**src/rtl/spu_lsurpt_pkg.sv**
```systemverilog
// Shared constants, types and helpers for the SPU<->LSU repeater/staging block.
// The PCX address field positions below are bit positions inside the request packet.
package spu_lsurpt_pkg;

  localparam int ADDR_HI     = 103;
  localparam int ADDR_LO     = 64;
  localparam int ERR_ADDR_W  = 36;
  localparam int LDXA_DATA_W = 64;
  localparam int LDXA_TID_W  = 2;

  // Default-configuration layout of one LDXA return entry (MSB first).
  typedef struct packed {
    logic [LDXA_DATA_W-1:0] data;
    logic [LDXA_TID_W-1:0]  tid;
    logic                   illgl_va;
  } ldxa_entry_t;

  function automatic int tid_width(input int nthr);
    return (nthr > 1) ? $clog2(nthr) : 1;
  endfunction

endpackage

```
**src/rtl/spu_lsurpt_fifo.sv**
```systemverilog
// Generic DEPTH x W synchronous FIFO with a registered head, registered full/valid flags
// and a sticky overflow flag used only by an assertion.
module spu_lsurpt_fifo #(
  parameter int DEPTH = 2,
  parameter int W     = 8
) (
  input  logic         clk,
  input  logic         rst,
  input  logic         push,
  input  logic [W-1:0] din,
  input  logic         rdy,
  output logic         vld,
  output logic         full,
  output logic [W-1:0] dout
);

  localparam int PW = (DEPTH > 1) ? $clog2(DEPTH) : 1;

  logic [W-1:0]  mem_reg [DEPTH];
  logic [PW-1:0] wr_ptr_reg, rd_ptr_reg;
  logic [PW:0]   count_reg, count_next;
  logic          vld_reg, full_reg, ovf_reg;
  logic          pop, push_ok;

  assign pop     = vld_reg & rdy;
  // A push into a full FIFO is only taken when the head leaves on the same edge.
  assign push_ok = push & (~full_reg | pop);

  always_comb begin
    count_next = count_reg;
    case ({push_ok, pop})
      2'b10:   count_next = count_reg + (PW+1)'(1);
      2'b01:   count_next = count_reg - (PW+1)'(1);
      default: count_next = count_reg;
    endcase
  end

  always_ff @(posedge clk or posedge rst) begin
    if (rst) begin
      for (int i = 0; i < DEPTH; i++) mem_reg[i] <= '0;
      wr_ptr_reg <= '0;
      rd_ptr_reg <= '0;
      count_reg  <= '0;
      vld_reg    <= 1'b0;
      full_reg   <= 1'b0;
      ovf_reg    <= 1'b0;
    end else begin
      if (push_ok) begin
        mem_reg[wr_ptr_reg] <= din;
        wr_ptr_reg          <= wr_ptr_reg + PW'(1);
      end
      if (pop) rd_ptr_reg <= rd_ptr_reg + PW'(1);
      count_reg <= count_next;
      vld_reg   <= (count_next != '0);
      full_reg  <= (count_next == (PW+1)'(DEPTH));
      if (push & full_reg & ~pop) ovf_reg <= 1'b1;
    end
  end

  ovf_never : assert property (@(posedge clk) disable iff (rst) !ovf_reg);

  assign vld  = vld_reg;
  assign full = full_reg;
  assign dout = mem_reg[rd_ptr_reg];

endmodule

```
**src/rtl/spu_lsurpt_gen.sv**
```systemverilog
// SPU<->LSU repeater: PCX packet register with bank-select bypass, rs3 store-data
// pipeline with flush, LDXA return FIFO, store-buffer-empty and error-address staging.
module spu_lsurpt_gen
  import spu_lsurpt_pkg::*;
#(
  parameter int  PCX_W      = 123,
  parameter int  BSEL_LO    = 70,
  parameter int  DATA_W     = 64,
  parameter int  RS3_STAGES = 3,
  parameter int  NTHR       = 4,
  parameter int  LDXA_DEPTH = 2,
  localparam int TID_W      = tid_width(NTHR)
) (
  input  logic                  rclk,
  input  logic                  reset,
  input  logic [PCX_W-1:0]      spu_pcx_pkt,
  input  logic                  spu_pcx_wen,
  input  logic                  spu_pcx_bsel_byp,
  output logic [PCX_W-1:0]      spu_lsu_ldst_pckt,
  input  logic                  spu_ldxa_vld,
  input  logic [DATA_W-1:0]     spu_ldxa_data,
  input  logic [TID_W-1:0]      spu_ldxa_tid,
  input  logic                  spu_ldxa_illgl_va,
  output logic                  spu_ldxa_full,
  input  logic                  lsu_ldxa_rdy,
  output logic                  spu_lsu_ldxa_vld_w2,
  output logic [DATA_W-1:0]     spu_lsu_ldxa_data_w2,
  output logic [TID_W-1:0]      spu_lsu_ldxa_tid_w2,
  output logic                  spu_lsu_ldxa_illgl_va_w2,
  input  logic [DATA_W-1:0]     exu_rs3_data_e,
  input  logic                  exu_rs3_vld_e,
  input  logic                  spu_rs3_flush,
  output logic [DATA_W-1:0]     spu_lsurpt_rs3_data,
  output logic                  spu_lsurpt_rs3_vld,
  input  logic [NTHR-1:0]       lsu_spu_stb_empty,
  output logic [NTHR-1:0]       spu_lsurpt_stb_empty,
  input  logic                  spu_unc_error_w,
  output logic                  spu_lsu_unc_error_w2,
  output logic [ERR_ADDR_W-1:0] spu_ifu_err_addr_w2
);

  localparam int ENT_W = DATA_W + TID_W + 1;

  logic [PCX_W-1:0]      pkt_reg, pkt_out;
  logic [NTHR-1:0]       stb_empty_reg;
  logic                  unc_error_reg;
  logic [ERR_ADDR_W-1:0] err_addr_reg;
  logic [ENT_W-1:0]      ldxa_head;

  always_comb begin
    pkt_out = pkt_reg;
    if (spu_pcx_bsel_byp) pkt_out[BSEL_LO +: 2] = spu_pcx_pkt[BSEL_LO +: 2];
  end

  always_ff @(posedge rclk or posedge reset) begin
    if (reset) begin
      pkt_reg       <= '0;
      stb_empty_reg <= '1;
      unc_error_reg <= 1'b0;
      err_addr_reg  <= '0;
    end else begin
      if (spu_pcx_wen) pkt_reg <= spu_pcx_pkt;
      stb_empty_reg <= lsu_spu_stb_empty;
      unc_error_reg <= spu_unc_error_w;
      // Captured from the visible packet so a bypassed bank select is what gets reported.
      if (spu_unc_error_w) err_addr_reg <= pkt_out[ADDR_HI:ADDR_LO+4];
    end
  end

  assign spu_lsu_ldst_pckt    = pkt_out;
  assign spu_lsurpt_stb_empty = stb_empty_reg;
  assign spu_lsu_unc_error_w2 = unc_error_reg;
  assign spu_ifu_err_addr_w2  = err_addr_reg;

  spu_lsurpt_fifo #(
    .DEPTH (LDXA_DEPTH),
    .W     (ENT_W)
  ) u_ldxa_fifo (
    .clk  (rclk),
    .rst  (reset),
    .push (spu_ldxa_vld),
    .din  ({spu_ldxa_data, spu_ldxa_tid, spu_ldxa_illgl_va}),
    .rdy  (lsu_ldxa_rdy),
    .vld  (spu_lsu_ldxa_vld_w2),
    .full (spu_ldxa_full),
    .dout (ldxa_head)
  );

  assign {spu_lsu_ldxa_data_w2, spu_lsu_ldxa_tid_w2, spu_lsu_ldxa_illgl_va_w2} = ldxa_head;

  logic [DATA_W-1:0] rs3_data_reg [RS3_STAGES];
  logic              rs3_vld_reg  [RS3_STAGES];
  logic [DATA_W-1:0] rs3_d_in     [RS3_STAGES];
  logic              rs3_v_in     [RS3_STAGES];

  // Flush kills everything still in flight; the sample moving into the output
  // stage on the flush edge is already committed and is not killed.
  genvar gi;
  generate
    for (gi = 0; gi < RS3_STAGES; gi++) begin : g_rs3
      localparam bit COMMIT = (gi == RS3_STAGES - 1) && (gi != 0);
      if (gi == 0) begin : g_first
        assign rs3_d_in[gi] = exu_rs3_data_e;
        assign rs3_v_in[gi] = exu_rs3_vld_e;
      end else begin : g_next
        assign rs3_d_in[gi] = rs3_data_reg[gi-1];
        assign rs3_v_in[gi] = rs3_vld_reg[gi-1];
      end
      always_ff @(posedge rclk or posedge reset) begin
        if (reset) begin
          rs3_data_reg[gi] <= '0;
          rs3_vld_reg[gi]  <= 1'b0;
        end else begin
          rs3_data_reg[gi] <= rs3_d_in[gi];
          rs3_vld_reg[gi]  <= rs3_v_in[gi] & (COMMIT | ~spu_rs3_flush);
        end
      end
    end
  endgenerate

  assign spu_lsurpt_rs3_data = rs3_data_reg[RS3_STAGES-1];
  assign spu_lsurpt_rs3_vld  = rs3_vld_reg[RS3_STAGES-1];

endmodule
```
**config.mk**
```make
export PLATFORM = sky130hd
export DESIGN_NAME = spu_lsurpt_gen
export DESIGN_NICKNAME = d
export VERILOG_FILES = /design/src/rtl/spu_lsurpt_pkg.sv /design/src/rtl/spu_lsurpt_fifo.sv /design/src/rtl/spu_lsurpt_gen.sv
export SDC_FILE = /design/constraint.sdc
export NUM_CORES = 1
export LEC_CHECK = 0
export ABC_AREA = 1
export BUFFER_PORTS_ARGS = -buffer_cell sky130_fd_sc_hd__buf_2
export CAP_MARGIN = 20
export CORE_ASPECT_RATIO = 0.9
export CORE_MARGIN = 10
export CORE_UTILIZATION = 30
export CTS_CLUSTER_DIAMETER = 100
export DETAILED_ROUTE_END_ITERATION = 12
export MAX_ROUTING_LAYER = met4
export PLACE_DENSITY = 0.55
export SLEW_MARGIN = 10
export SYNTH_ARGS = -nofsm -noshare
export SYNTH_HDL_FRONTEND = slang
export SYNTH_HIERARCHICAL = 1
export SYNTH_SLANG_ARGS = --single-unit
```
**constraint.sdc**
```tcl
create_clock -name rclk -period 10.5 [get_ports rclk]
set_input_delay 0.525 -clock rclk [delete_from_list [all_inputs] [get_ports rclk]]
set_output_delay 0.525 -clock rclk [all_outputs]
set_load 0.01 [all_outputs]
```
Yosys cells after proc, flatten, opt, wreduce, memory -nomap -nowiden
Cells that the tools add are included.
{"block": "classes", "muxes": 8, "magnitude_cmp": 3, "n_bitwise": 9, "reduce_logical": 2, "eq_ne": 3, "addsub": 4}
{"operator": "$mux 67", "n": 4}
{"operator": "$bwmux 134", "n": 1}
{"operator": "$demux 67 s1", "n": 1}
{"operator": "$and 1x1->1", "n": 4}
{"operator": "$eq 2x2->1 const B", "n": 2}
{"operator": "$ge 2x2->1 const B", "n": 2}
{"operator": "$not 1->2", "n": 2}
{"operator": "$pmux 2 s2", "n": 1}
{"operator": "$add 1x1->1 const B", "n": 2}
{"operator": "$add 2x1->2 const B", "n": 1}
{"operator": "$eq 2x1->1 const B", "n": 1}
{"operator": "$lt 2x1->1 const B", "n": 1}
{"operator": "$mux 2", "n": 1}
{"operator": "$not 1->1", "n": 2}
{"operator": "$reduce_bool 2->1", "n": 1}
{"operator": "$sub 2x1->2 const B", "n": 1}
{"operator": "$logic_and 1x1->1", "n": 1}
{"operator": "$or 1x1->1", "n": 1}
{"block": "totals", "input_bits": 267, "reg_bits": 499, "output_inout_bits": 298, "word_cells": 46}

Logic depth before layout (Yosys ltp)
Gate-level depths: netlist of run 1.
{"block": "logic_depth", "word_depth": 6, "ltp_mapped": 9, "depth_no_buf": 9}

Cells and area by module
The synthesis of run 1 kept the hierarchy.
{"mod": "spu_lsurpt_gen", "area_per_inst_um2": 12007.8, "n_inst": 1, "seq_area_each_um2": 8988.6, "cells_each": 972}
{"mod": "spu_lsurpt_fifo", "area_per_inst_um2": 6119.6, "n_inst": 1, "seq_area_each_um2": 3503.4, "cells_each": 744}

Worst setup path before layout of run 1
OpenSTA, ideal clock, no wires.
{"block": "synth_timing", "kind": "register -> output", "from": "register u_ldxa_fifo.rd_ptr_reg", "to": "output port spu_lsu_ldxa_data_w2[0]", "path_slack_ns": 8.918, "path_stages_with_launch": 7, "required_time_ns": 9.975, "n_path_buf": 3, "t_arrival_ns": 1.057, "path_cell_list": "dfrtp_1 -> clkbuf_1 -> inv_2 -> buf_2 -> buf_2 -> nand2_1 -> nand2_1"}
{"block": "synth_between", "elab_chain_len": 4}
{"item": "from (decl)", "line": "spu_lsurpt_fifo.sv:20", "source": "logic [PW-1:0] wr_ptr_reg, rd_ptr_reg;"}
{"item": "from (signal assigned)", "line": "spu_lsurpt_fifo.sv:52", "source": "if (pop) rd_ptr_reg <= rd_ptr_reg + PW'(1);"}
{"item": "$not 1->2 (not written as such)", "line": "spu_lsurpt_fifo.sv:64", "source": "assign dout = mem_reg[rd_ptr_reg];"}
{"item": "$mux 67 (not written as such) (3 in series)", "line": "spu_lsurpt_fifo.sv:64"}
{"item": "to (decl)", "line": "spu_lsurpt_gen.sv:27", "source": "output logic [DATA_W-1:0] spu_lsu_ldxa_data_w2,"}
No other way between the ends. The select of a mux whose other input is x is not followed.

Worst setup path in the final report of run 1
{"block": "layout_timing", "from": "register u_ldxa_fifo.rd_ptr_reg", "to": "output port spu_lsu_ldxa_data_w2[38]"}
Same word-level chain as after synthesis.

==> summary.txt, run 1 <==
Outcome
  – Run status: finished, final reports clean

Logic synthesis
  – Asr flop ratio synth: 100%
  – Yosys warning total: 6
  – Top post-synthesis cells by area: dfrtp_1 68%, nand2_1 10%, o21ai_0 6.2%
  – Netlist cell types: 26
  – Top cell type's share of synthesized area: ~68%
  – Post-synth top cells: 507 x nand2_1, 495 x dfrtp_1, 226 x o21ai_0, 202 x inv_1, 123 x buf_4
  – Post-Syn Nets: about 2,000
  – Top-count cell post-synth: nand2_1
  – Mapped cell area: between 15,000 and 20,000 µm²
  – Synthesized area per cell: ~11 µm²
  – Number of synthesized flops with an enable pin: 0
  – Synth Register Bits: approximately 500
  – Largest area contributor in the netlist: dfrtp_1
  – Dominant synthesized flop cell: dfrtp_1
  – Post-synthesis sequential area ratio: just under 70%
  – Synthesized instance count: 1,716

Timing
  – Setup ws final: 7.85 ns
  – Crit path time final: about 2.7 ns
  – Layout Skew: roughly 0.021 ns
  – WHS: ~0.045 ns
  – Worst-margin pin slew: around 0.94 ns
  – Max Fclk: around 380 MHz
  – Max transition margin: 37.0%
  – Final setup viols: 0
  – Fin Setup TNS: 0 ns
  – Fin crit share: ~25%
  – Final hold viol count: 0
  – Final Max Tran Viols: 0
  – RSZ-0062 raised after global routing: false

Route
  – Routed wire per std cell: between 15 and 20 µm
  – Via count: 12,623
  – Antenna-violating nets left: 0
  – Final Routed Wirelength: ~50,000 µm
  – Residual DRC: 0
  – Iteration-0 DRC Markers: 793
  – Routed vias/inst: around 4.2
  – TritonRoute pass-1 iters: 5

Critical path
  – CP most frequent cell: nand2_1
  – Startpoint Class: flip-flop
  – Crit path largest cell delay: between 0.6 and 0.7 ns
  – CP arrival: 2.13 ns
  – FF-to-FF Start: u_ldxa_fifo/vld
  – CP Class: reg -> out
  – Critical Path End Type: output port
  – Critical-path top delay cell: buf_4
  – Worst EP required: 9.98 ns
  – Crit-path max FO: 67
  – Sequence of cells on the critical path: buf_4 -> nand2_1 -> nand2_1 -> buf_2
  – Setup crit start: u_ldxa_fifo/rd_ptr_reg

Die
  – # IOs: about 570
  – Die height: around 250 µm
  – Core area: ~60,000 µm²
  – Die X: between 200 and 300 µm
  – Starting density of the core: 30.3%
  – Die ar.: slightly above 70,000 µm²
  – Row count: 85

Layout
  – Syn-to-layout area delta: 25.9%
  – Max FFs per register: ~130
  – Fill cells: between 5,000 and 6,000
  – Final net count: around 2,400
  – Layout cell share with drive strength beyond 1: between 30 and 40%

Worst hold path
  – Hold Path Class: in -> reg
  – Hold_sp: lsu_spu_stb_empty[3]

Power
  – Logic pwr share: between 20 and 25%
  – Leak: roughly 12 nW
  – Sw power: ~1.8 mW
  – Clock power share: between 30% and 40%
  – Sw Ratio: a little under a third
  – Max IR drop VDD: 0.000154 V
  – PwrDens: ~250 nW/µm²
  – Internal power: 3.82 mW
  – Seq pwr share: 43.9%

Global route
  – Tot GR Track Use: between 10% and 20%
  – Vias in the first global route: about 13,000
  – Largest net degree at the start of global routing: roughly 150
  – Total grt overflow: 0
  – First-pass GRT wire length: slightly below 80,000 µm
  – Initial antenna violation count: 15

Placed design
  – DP HPWL: around 37,000 µm
  – GPL Wtd Cong: roughly 0.84
  – Worst slack at placement: between 7 and 8 ns
  – I/O Buffers: 564

Clock tree
  – CTS clk-pin slew, worst paths: 0.06 ns
  – Post-cts gate resize count: 0
  – # clock sinks: between 400 and 500
  – Max clock buf depth: 3
  – CTS tree: built
  – Worst-Skew Late Latency: ~0.6 ns
  – Num CTS Buffers: 52
  – Clock tree root buffer cell: clkbuf_16
  – H-Tree Depth: 2

Job
  – Max-cap violations: 0
-- layer usage --
metal / part of all wire [%] / global-route usage, % / up-vias
li1: - / - / 6090
met1: 39 / 15.9 / 6028
met2: 49 / 23.4 / 416
met3: 8.5 / 4.90 / 89
met4: 2.8 / 5.12 / 0
met5: 0 / - / -
-- power groups by stage --
stage	clock (mW)	sequential (mW)	combinational, mW
floorplan	0	2.46	0.832
global placement	0	2.47	1.27
detailed placement	0	2.49	1.30
CTS	1.92	2.46	1.32
global route	2.00	2.50	1.47
finish	1.86	2.46	1.29
-- what timing repair did --
action                    4_1_cts  5_1_grt
hold buffers                   29        0
hold endpoints to repair       29        0
buffers inserted                0        0
-- through the flow --
stage | instances | power [mW] | instance area (µm²) | utilization (%)
floorplan | 1716 | 3.29 | 18100 | -
global placement | 2873 | 3.74 | 20600 | 34.5
detailed placement | 2874 | 3.79 | 20700 | 34.5
CTS | 2998 | 5.70 | 22700 | 38.0
global route | 3014 | 5.97 | 22800 | 38.1
finish | 3015 | 5.60 | 22800 | 38.1
-- final cells by class --
class | instances | area [µm²] | area share [%]
inverter | 204 | 781 | 3.42
clock buffer | 75 | 1550 | 6.79
multi-input combinational | 815 | 3500 | 15.3
tap | 783 | 980 | 4.29
sequential | 499 | 12500 | 54.7
antenna | 14 | 35.0 | 0.153
timing repair buffer | 605 | 3270 | 14.3
clock inverter | 20 | 215 | 0.943
-- kinds of logic (layout without fill, tap and decap cells) --
family | Yosys count | after routing | share of synthesized area [%]
and+or+nand+nor | 520 | 520 | 11.1
DFF | 499 | 499 | 68.9
adders and majority gates | 1 | 1 | 0.0690
AOI/OAI and AO/OA | 292 | 292 | 8.06
xor gates and xnor gates | 2 | 2 | 0.0966
buffers and inverters | 402 | 904 | 11.8
other | 0 | 14 | 0
-- cell usage in the layout, fill, tap and decap left out, types with 2 or more instances in the layout --
master,instances
buf_2,563
nand2_1,507
dfrtp_1,494
o21ai_0,226
inv_1,200
o21ai_1,65
clkbuf_16,53
dlygate4sd3_1,29
diode_2,14
clkbuf_8,14
clkbuf_1,8
buf_4,8
clkinv_2,7
dfstp_2,4
inv_8,3
nand3_1,3
clkinv_4,3
clkinvlp_4,3
nor2_1,2
and2_1,2
inv_16,2
bufinv_16,2
inv_6,2
buf_16,2
buf_12,2
-- worst max-delay path: cells and delay by family (launching register included) --
family / cells / cell delay, ns
buffers and inverters: 2 / 0.83
DFF: 1 / 0.38
and+or+nand+nor: 2 / 0.28
-- worst paths after layout --
path	to	slack, ns	cells past startpoint
min reg2reg	rs3_d_in[53]	0.34	0
min	spu_lsurpt_stb_empty[3]	0.04	1
min in group asynchronous	u_ldxa_fifo/mem_reg[46]	0.06	2
max	spu_lsu_ldxa_data_w2[38]	7.85	4
max in group asynchronous	pkt_reg[22]	7.96	4
max reg2reg	u_ldxa_fifo/mem_reg[108]	8.24	6
No activity file was read; power rests on OpenSTA's default activity.
==> inputs of run 2 (changes only) <==
ABC_AREA = 0   (was 1)
PLACE_DENSITY = 0.54   (was 0.55)
clock period = 2.7 ns   (was 10.5 ns; I/O delays follow)
==> run 2 against run 1 <==
Setup slack worse by 7.4 ns. Final cell count down 13%. Synthesized cell count down 39%. Core utilization up 4.4 points. Final area up 12%. Worst hold slack better by 0.028 ns. First-iteration DRC count down 47%. Routed wire length down 0.62%. Sequential share of layout area down 5.8 points. Critical path type unchanged. Largest cell class unchanged. Largest power group unchanged.
==> summary.txt, run 2 <==
Clock tree
  – CTS clk-pin slew, worst paths: 0.06 ns
  – Num CTS Buffers: 52
  – H-Tree Depth: 2
  – Worst-Skew Late Latency: roughly 0.58 ns
  – Max clock buf depth: 3
  – # clock sinks: around 500
  – CTS Hold Bufs: about 270
  – CTS tree: built
  – Post-cts gate resize count: 0
  – Clock tree root buffer cell: clkbuf_16
  – Setup Buffers After CTS: 0

Power
  – PwrDens: between 800 and 900 nW/µm²
  – Logic pwr share: between 20% and 30%
  – Leak: ~12 nW
  – Sw Ratio: between 20% and 30%
  – Max IR drop VDD: about 0.00052 V
  – Seq pwr share: between 40% and 50%
  – Internal power: between 15 and 20 mW
  – Clock power share: about a third
  – Sw power: 6.53 mW

Logic synthesis
  – Yosys warning total: 6
  – Top cell type's share of synthesized area: a little under 70%
  – Number of synthesized flops with an enable pin: 0
  – Synthesized area per cell: roughly 17 µm²
  – Post-synth top cells: 495 x dfrtp_1, 262 x mux2_2, 129 x buf_4, 70 x mux2_4, 30 x mux2_1
  – Post-synthesis sequential area ratio: between 60% and 70%
  – Post-Syn Nets: approximately 1,300
  – Netlist cell types: 24
  – Top post-synthesis cells by area: dfrtp_1 68%, mux2_2 16%, mux2_4 5.8%
  – Dominant synthesized flop cell: dfrtp_1
  – Top-count cell post-synth: dfrtp_1
  – Mapped cell area: between 15,000 and 20,000 µm²
  – Synth Register Bits: ~500
  – Largest area contributor in the netlist: dfrtp_1
  – Synthesized instance count: around 1,000
  – Asr flop ratio synth: 100%

Critical path
  – Bufs and invs on worst path: 2
  – Critical Path End Type: output port
  – Crit-path max FO: between 50 and 60
  – Critical-path top delay cell: dfrtp_2
  – Worst EP required: 2.57 ns
  – Delay-heaviest family, CP: flip-flops
  – Startpoint Class: flip-flop
  – CP Class: reg -> out
  – Crit path largest cell delay: roughly 0.6 ns
  – Sequence of cells on the critical path: buf_12 -> mux2_2 -> buf_2
  – CP arrival: between 2 and 2.5 ns

Job
  – Max-cap violations: 0

Layout
  – Seq. cell area: approximately 12,000 µm²
  – Final Util: a little over two fifths
  – Max FFs per register: approximately 130
  – Area of the multi-input gates: around 4500 µm²
  – Fill cells: 5,462
  – Commonest non-fill, non-tap cell in the layout: buf_2
  – Syn-to-layout area delta: 40.3%
  – Final net count: ~2,100
  – Most frequent cells in the layout: 563 x buf_2, 494 x dfrtp_1, 265 x dlygate4sd3_1, 262 x mux2_2, 70 x mux2_4
  – Layout cell share with drive strength beyond 1: 55.5%

Timing
  – Final hold viol count: 0
  – Final setup viols: 0
  – Fin Setup TNS: 0 ns
  – Layout Skew: roughly 0.013 ns
  – Worst-margin pin slew: between 0.8 and 0.9 ns
  – Setup ws final: about 0.43 ns
  – Fin crit share: between 80% and 90%
  – Max Fclk: ~440 MHz
  – Crit path time final: roughly 2.3 ns
  – Max transition margin: around two fifths
  – Final Max Tran Viols: 0
  – RSZ-0062 raised after global routing: false

Route
  – Residual DRC: 0
  – Via count: approximately 11,000
  – Iteration-0 DRC Markers: around 420
  – Antenna-violating nets left: 0
  – Routed vias/inst: 4.15
  – Routed wire per std cell: between 15 and 20 µm
  – Final Routed Wirelength: about 50,000 µm
  – TritonRoute pass-1 iters: 4

Global route
  – Initial antenna violation count: 4
  – First-pass GRT wire length: approximately 77,000 µm
  – Tot GR Track Use: approximately 14%
  – Largest net degree at the start of global routing: ~110
  – Vias in the first global route: about 12,000
  – Total grt overflow: 0

Placed design
  – I/O Buffers: roughly 560
  – GPL Wtd Cong: between 0.8 and 0.9
  – DP HPWL: 36,400 µm
  – Worst slack at placement: roughly 0.98 ns

Die
  – Row count: 85
  – Core area: approximately 60,000 µm²
  – Starting density of the core: between 30 and 40%
  – Die ar.: about 71,000 µm²
  – Die X: 280 µm
  – Die height: 254 µm
  – # IOs: approximately 570

Worst hold path
  – Hold Path Class: in -> reg

Outcome
  – Run status: finished, final reports clean
[run 2: cell count changes in the layout (fill, tap and decap cells not counted), moves of 11 or more]
cell | previous run | this run
diode_2 | 14 | 3
inv_1 | 200 | 1
mux2_2 | 0 | 262
dlygate4sd3_1 | 29 | 265
mux2_1 | 0 | 30
o21ai_1 | 65 | 0
mux2_4 | 0 | 70
nand2_1 | 507 | 4
o21ai_0 | 226 | 0
[run 2: path summary, 6_finish.rpt]
kind / start / to / slack [ns] / cells after the start
worst max-delay path: u_ldxa_fifo/rd_ptr_reg / spu_lsu_ldxa_data_w2[0] / 0.43 / 3
worst min-delay path: spu_pcx_wen / pkt_reg[64] / 0.07 / 2
worst max register to register: u_ldxa_fifo/full / u_ldxa_fifo/mem_reg[34] / 0.98 / 4
worst min register to register: rs3_d_in[58] / spu_lsurpt_rs3_data[58] / 0.34 / 0
max in group asynchronous: reset / rs3_d_in[22] / 1.56 / 4
min in group asynchronous: reset / rs3_d_in[0] / 0.21 / 3
[run 2: layout make-up]
| class | instances | area share (%) |
|---|---|---|
| sequential | 499 | 48.9 |
| timing repair buffer | 850 | 22.5 |
| multi-input combinational | 383 | 17.6 |
| clock buffer | 72 | 5.90 |
| tap | 783 | 3.84 |
| clock inverter | 25 | 1.06 |
| inverter | 3 | 0.0735 |
| antenna | 3 | 0.0294 |
[run 2: power by group through the flow]
stage	registers [mW]	logic (mW)	clock network (mW)
floorplan	9.67	3.86	0
global placement	9.92	5.54	0
detailed placement	9.94	5.65	0
CTS	9.82	5.99	7.53
global route	10.0	6.33	7.85
finish	9.81	5.85	7.28
[run 2: cells by family after synthesis]
| group | share of synthesized area (%) |
|---|---|
| muxes | 23.8 |
| and+or+nand+nor | 0.337 |
| adders and majority gates | 0.0687 |
| xor gates and xnor gates | 0.289 |
| buffers and inverters | 6.71 |
| DFF | 68.6 |
| AOI/OAI and AO/OA | 0.131 |
[run 2: layer usage]
| metal | part of all wire [%] | global-route usage (%) | up-vias |
|---|---|---|---|
| li1 | - | - | 4926 |
| met1 | 38 | 15.7 | 5535 |
| met2 | 52 | 24.5 | 309 |
| met3 | 6.5 | 3.99 | 106 |
| met4 | 3.6 | 5.76 | 0 |
| met5 | 0 | - | - |
[run 2: stage by stage]
step                instances  total power, mW  instance area, µm²  hold slack (ns)
finish                   2618             22.9               25500           0.0725
global route             2618             24.2               25500           0.0523
CTS                      2615             23.3               25500           0.0336
detailed placement       2253             15.6               21100            0.243
global placement         2253             15.5               21100            0.240
floorplan                1047             13.5               18200            0.139
==> inputs of run 3 (changes only) <==
ABC_AREA = 1   (was 0)
clock period = 2.1 ns   (was 2.7 ns; I/O delays follow)
==> run 3 against run 2 <==
Via count rose by 28%. Setup slack got worse by 0.21 ns. Highest routed layer unchanged. Final area rose by 1.2%. Die area fell by 0.38%.
==> summary.txt, run 3 (synthesis gave the netlist of run 1 again) <==
Clock tree
  – Worst-Skew Late Latency: about 0.6 ns
  – Num CTS Buffers: 52
  – H-Tree Depth: 2
  – CTS tree: built
  – Clock tree root buffer cell: clkbuf_16
  – Post-cts gate resize count: 0
  – # clock sinks: about 500
  – CTS clk-pin slew, worst paths: 0.06 ns
  – Max clock buf depth: 3

Die
  – Row count: 85
  – Die ar.: about 70,000 µm²
  – Core area: ~60,000 µm²
  – # IOs: 565
  – Die X: 279 µm
  – Die height: approximately 250 µm
  – Starting density of the core: a little under a third

Layout
  – Fill cells: around 5,600
  – Syn-to-layout area delta: 42.5%
  – Final Cell Area: around 26,000 µm²
  – Most frequent cells in the layout: 563 x buf_2, 507 x nand2_1, 494 x dfrtp_1, 316 x dlygate4sd3_1, 226 x o21ai_0
  – Max FFs per register: 134
  – Layout cell share with drive strength beyond 1: a little over a quarter
  – Final Util: ~43%
  – Finished Layout Cells: approximately 3,300
  – Final net count: ~2,700
  – Commonest non-fill, non-tap cell in the layout: buf_2

Route
  – TritonRoute pass-1 iters: 8
  – Antenna-violating nets left: 0
  – Routed wire per std cell: 16.3 µm
  – Iteration-0 DRC Markers: around 860
  – Routed vias/inst: between 4 and 5
  – Final Routed Wirelength: ~54,000 µm
  – Residual DRC: 0
  – Via count: around 14,000

Global route
  – Largest net degree at the start of global routing: between 90 and 100
  – Initial antenna violation count: 6
  – Tot GR Track Use: 15.2%
  – Total grt overflow: 0
  – First-pass GRT wire length: between 80,000 and 90,000 µm
  – Vias in the first global route: around 15,000

Outcome
  – Run status: finished, final reports clean

Timing
  – Final Max Tran Viols: 0
  – Final setup viols: 0
  – Crit path time final: about 1.9 ns
  – Layout Skew: around 0.021 ns
  – Setup ws final: around 0.23 ns
  – Fin crit share: 89.2%
  – Fin Setup TNS: 0 ns
  – Final hold viol count: 0
  – RSZ-0062 raised after global routing: false
  – Worst-margin pin slew: ~0.65 ns
  – Max transition margin: approximately 57%
  – WHS: roughly 0.048 ns
  – Max Fclk: 534 MHz

Power
  – Logic pwr share: about a quarter
  – Max IR drop VDD: 0.000854 V
  – Internal power: approximately 20 mW
  – Clock power share: around a third
  – PwrDens: about 1100 nW/µm²
  – Seq pwr share: 43.1%
  – Sw power: 9.08 mW
  – Sw Ratio: a little under a third
  – Total power: ~29 mW
  – Leak: between 10 and 15 nW

Placed design
  – I/O Buffers: 564
  – GPL Wtd Cong: 0.839
  – Worst slack at placement: roughly 0.7 ns
  – Placed cells: approximately 2,900
  – Cell Area, Placed: around 21,000 µm²
  – DP HPWL: about 38,000 µm

Critical path
  – Crit path largest cell delay: slightly above 0.4 ns
  – Sequence of cells on the critical path: buf_4 -> nand2_1 -> nand2_1 -> buf_2
  – Startpoint Class: flip-flop
  – Delay-heaviest family, CP: buffers and inverters
  – CP most frequent cell: nand2_1
  – CP Class: reg -> out
  – Critical Path End Type: output port
  – Critical-path top delay cell: buf_4
  – Worst EP required: roughly 2.0 ns
  – Bufs and invs on worst path: 2
  – Crit-path max FO: 39
  – CP arrival: around 1.8 ns

Worst hold path
  – Hold Path Class: in -> reg

Job
  – Max-cap violations: 0
## run 3: cell types whose count changed in the layout (fill, tap and decap cells not counted), sizes merged, moves of 4 or more
cell         previous run  this run
buf                   585       591
clkinv                 10        14
clkinvlp                8         3
diode                   3         7
dlygate4sd3           265       316
inv                     7       207
mux2                  362         0
nand2                   4       509
nand3                   0         4
o21ai                   0       291
## run 3: power groups by stage
stage	Combinational [mW]	Sequential [mW]	Clock, mW
3_5_place_dp	6.58	12.5	0
2_1_floorplan	4.16	12.3	0
4_1_cts	7.11	12.3	9.55
3_3_place_gp	6.45	12.4	0
5_1_grt	7.89	12.5	9.90
6_report	7.02	12.3	9.22
## run 3: repair_timing
item,in CTS,in global routing
buffers inserted,0,0
hold buffers,316,0
endpoints found under the setup margin,0,0
hold endpoints to repair,574,0
## run 3: metal layers
layer  wire, µm  up-vias  global-route usage [%]
met5          0        -                       -
met4       1670        0                    5.52
met3       3920      101                    3.86
met2      26700      511                    25.6
met1      21600     6634                    17.4
li1           -     6671                       -
## run 3: worst register-to-register path: cells and delay by family, from the launching register on
kind / cells / cell delay [ns]
and+or+nand+nor: 4 / 0.41
DFF: 1 / 0.36
adders and majority gates: 1 / 0.31
AOI/OAI and AO/OA: 1 / 0.18
buffers and inverters: 1 / 0.09
## run 3: worst paths after layout
path	slack, ns	start	endpoint	cells past startpoint
min in group asynchronous	0.08	reset	spu_lsurpt_rs3_data[53]	3
max	0.23	u_ldxa_fifo/rd_ptr_reg	spu_lsu_ldxa_data_w2[47]	4
min	0.05	spu_pcx_wen	pkt_reg[31]	2
max in group asynchronous	0.99	reset	pkt_reg[67]	5
min reg2reg	0.33	rs3_d_in[97]	rs3_d_in[33]	0
max reg2reg	0.68	u_ldxa_fifo/vld	u_ldxa_fifo/full	7
## run 3: final cells by class
type                            instances  area (µm²)  area share, %
Clock buffer                           72        1470           5.68
Antenna cell                            7        17.5         0.0678
Clock inverter                         23         270           1.05
Timing Repair Buffer                  907        6330           24.5
Multi-Input combinational cell        815        3500           13.5
Tap cell                              783         980           3.79
Inverter                              204         773           2.99
Sequential cell                       499       12500           48.4
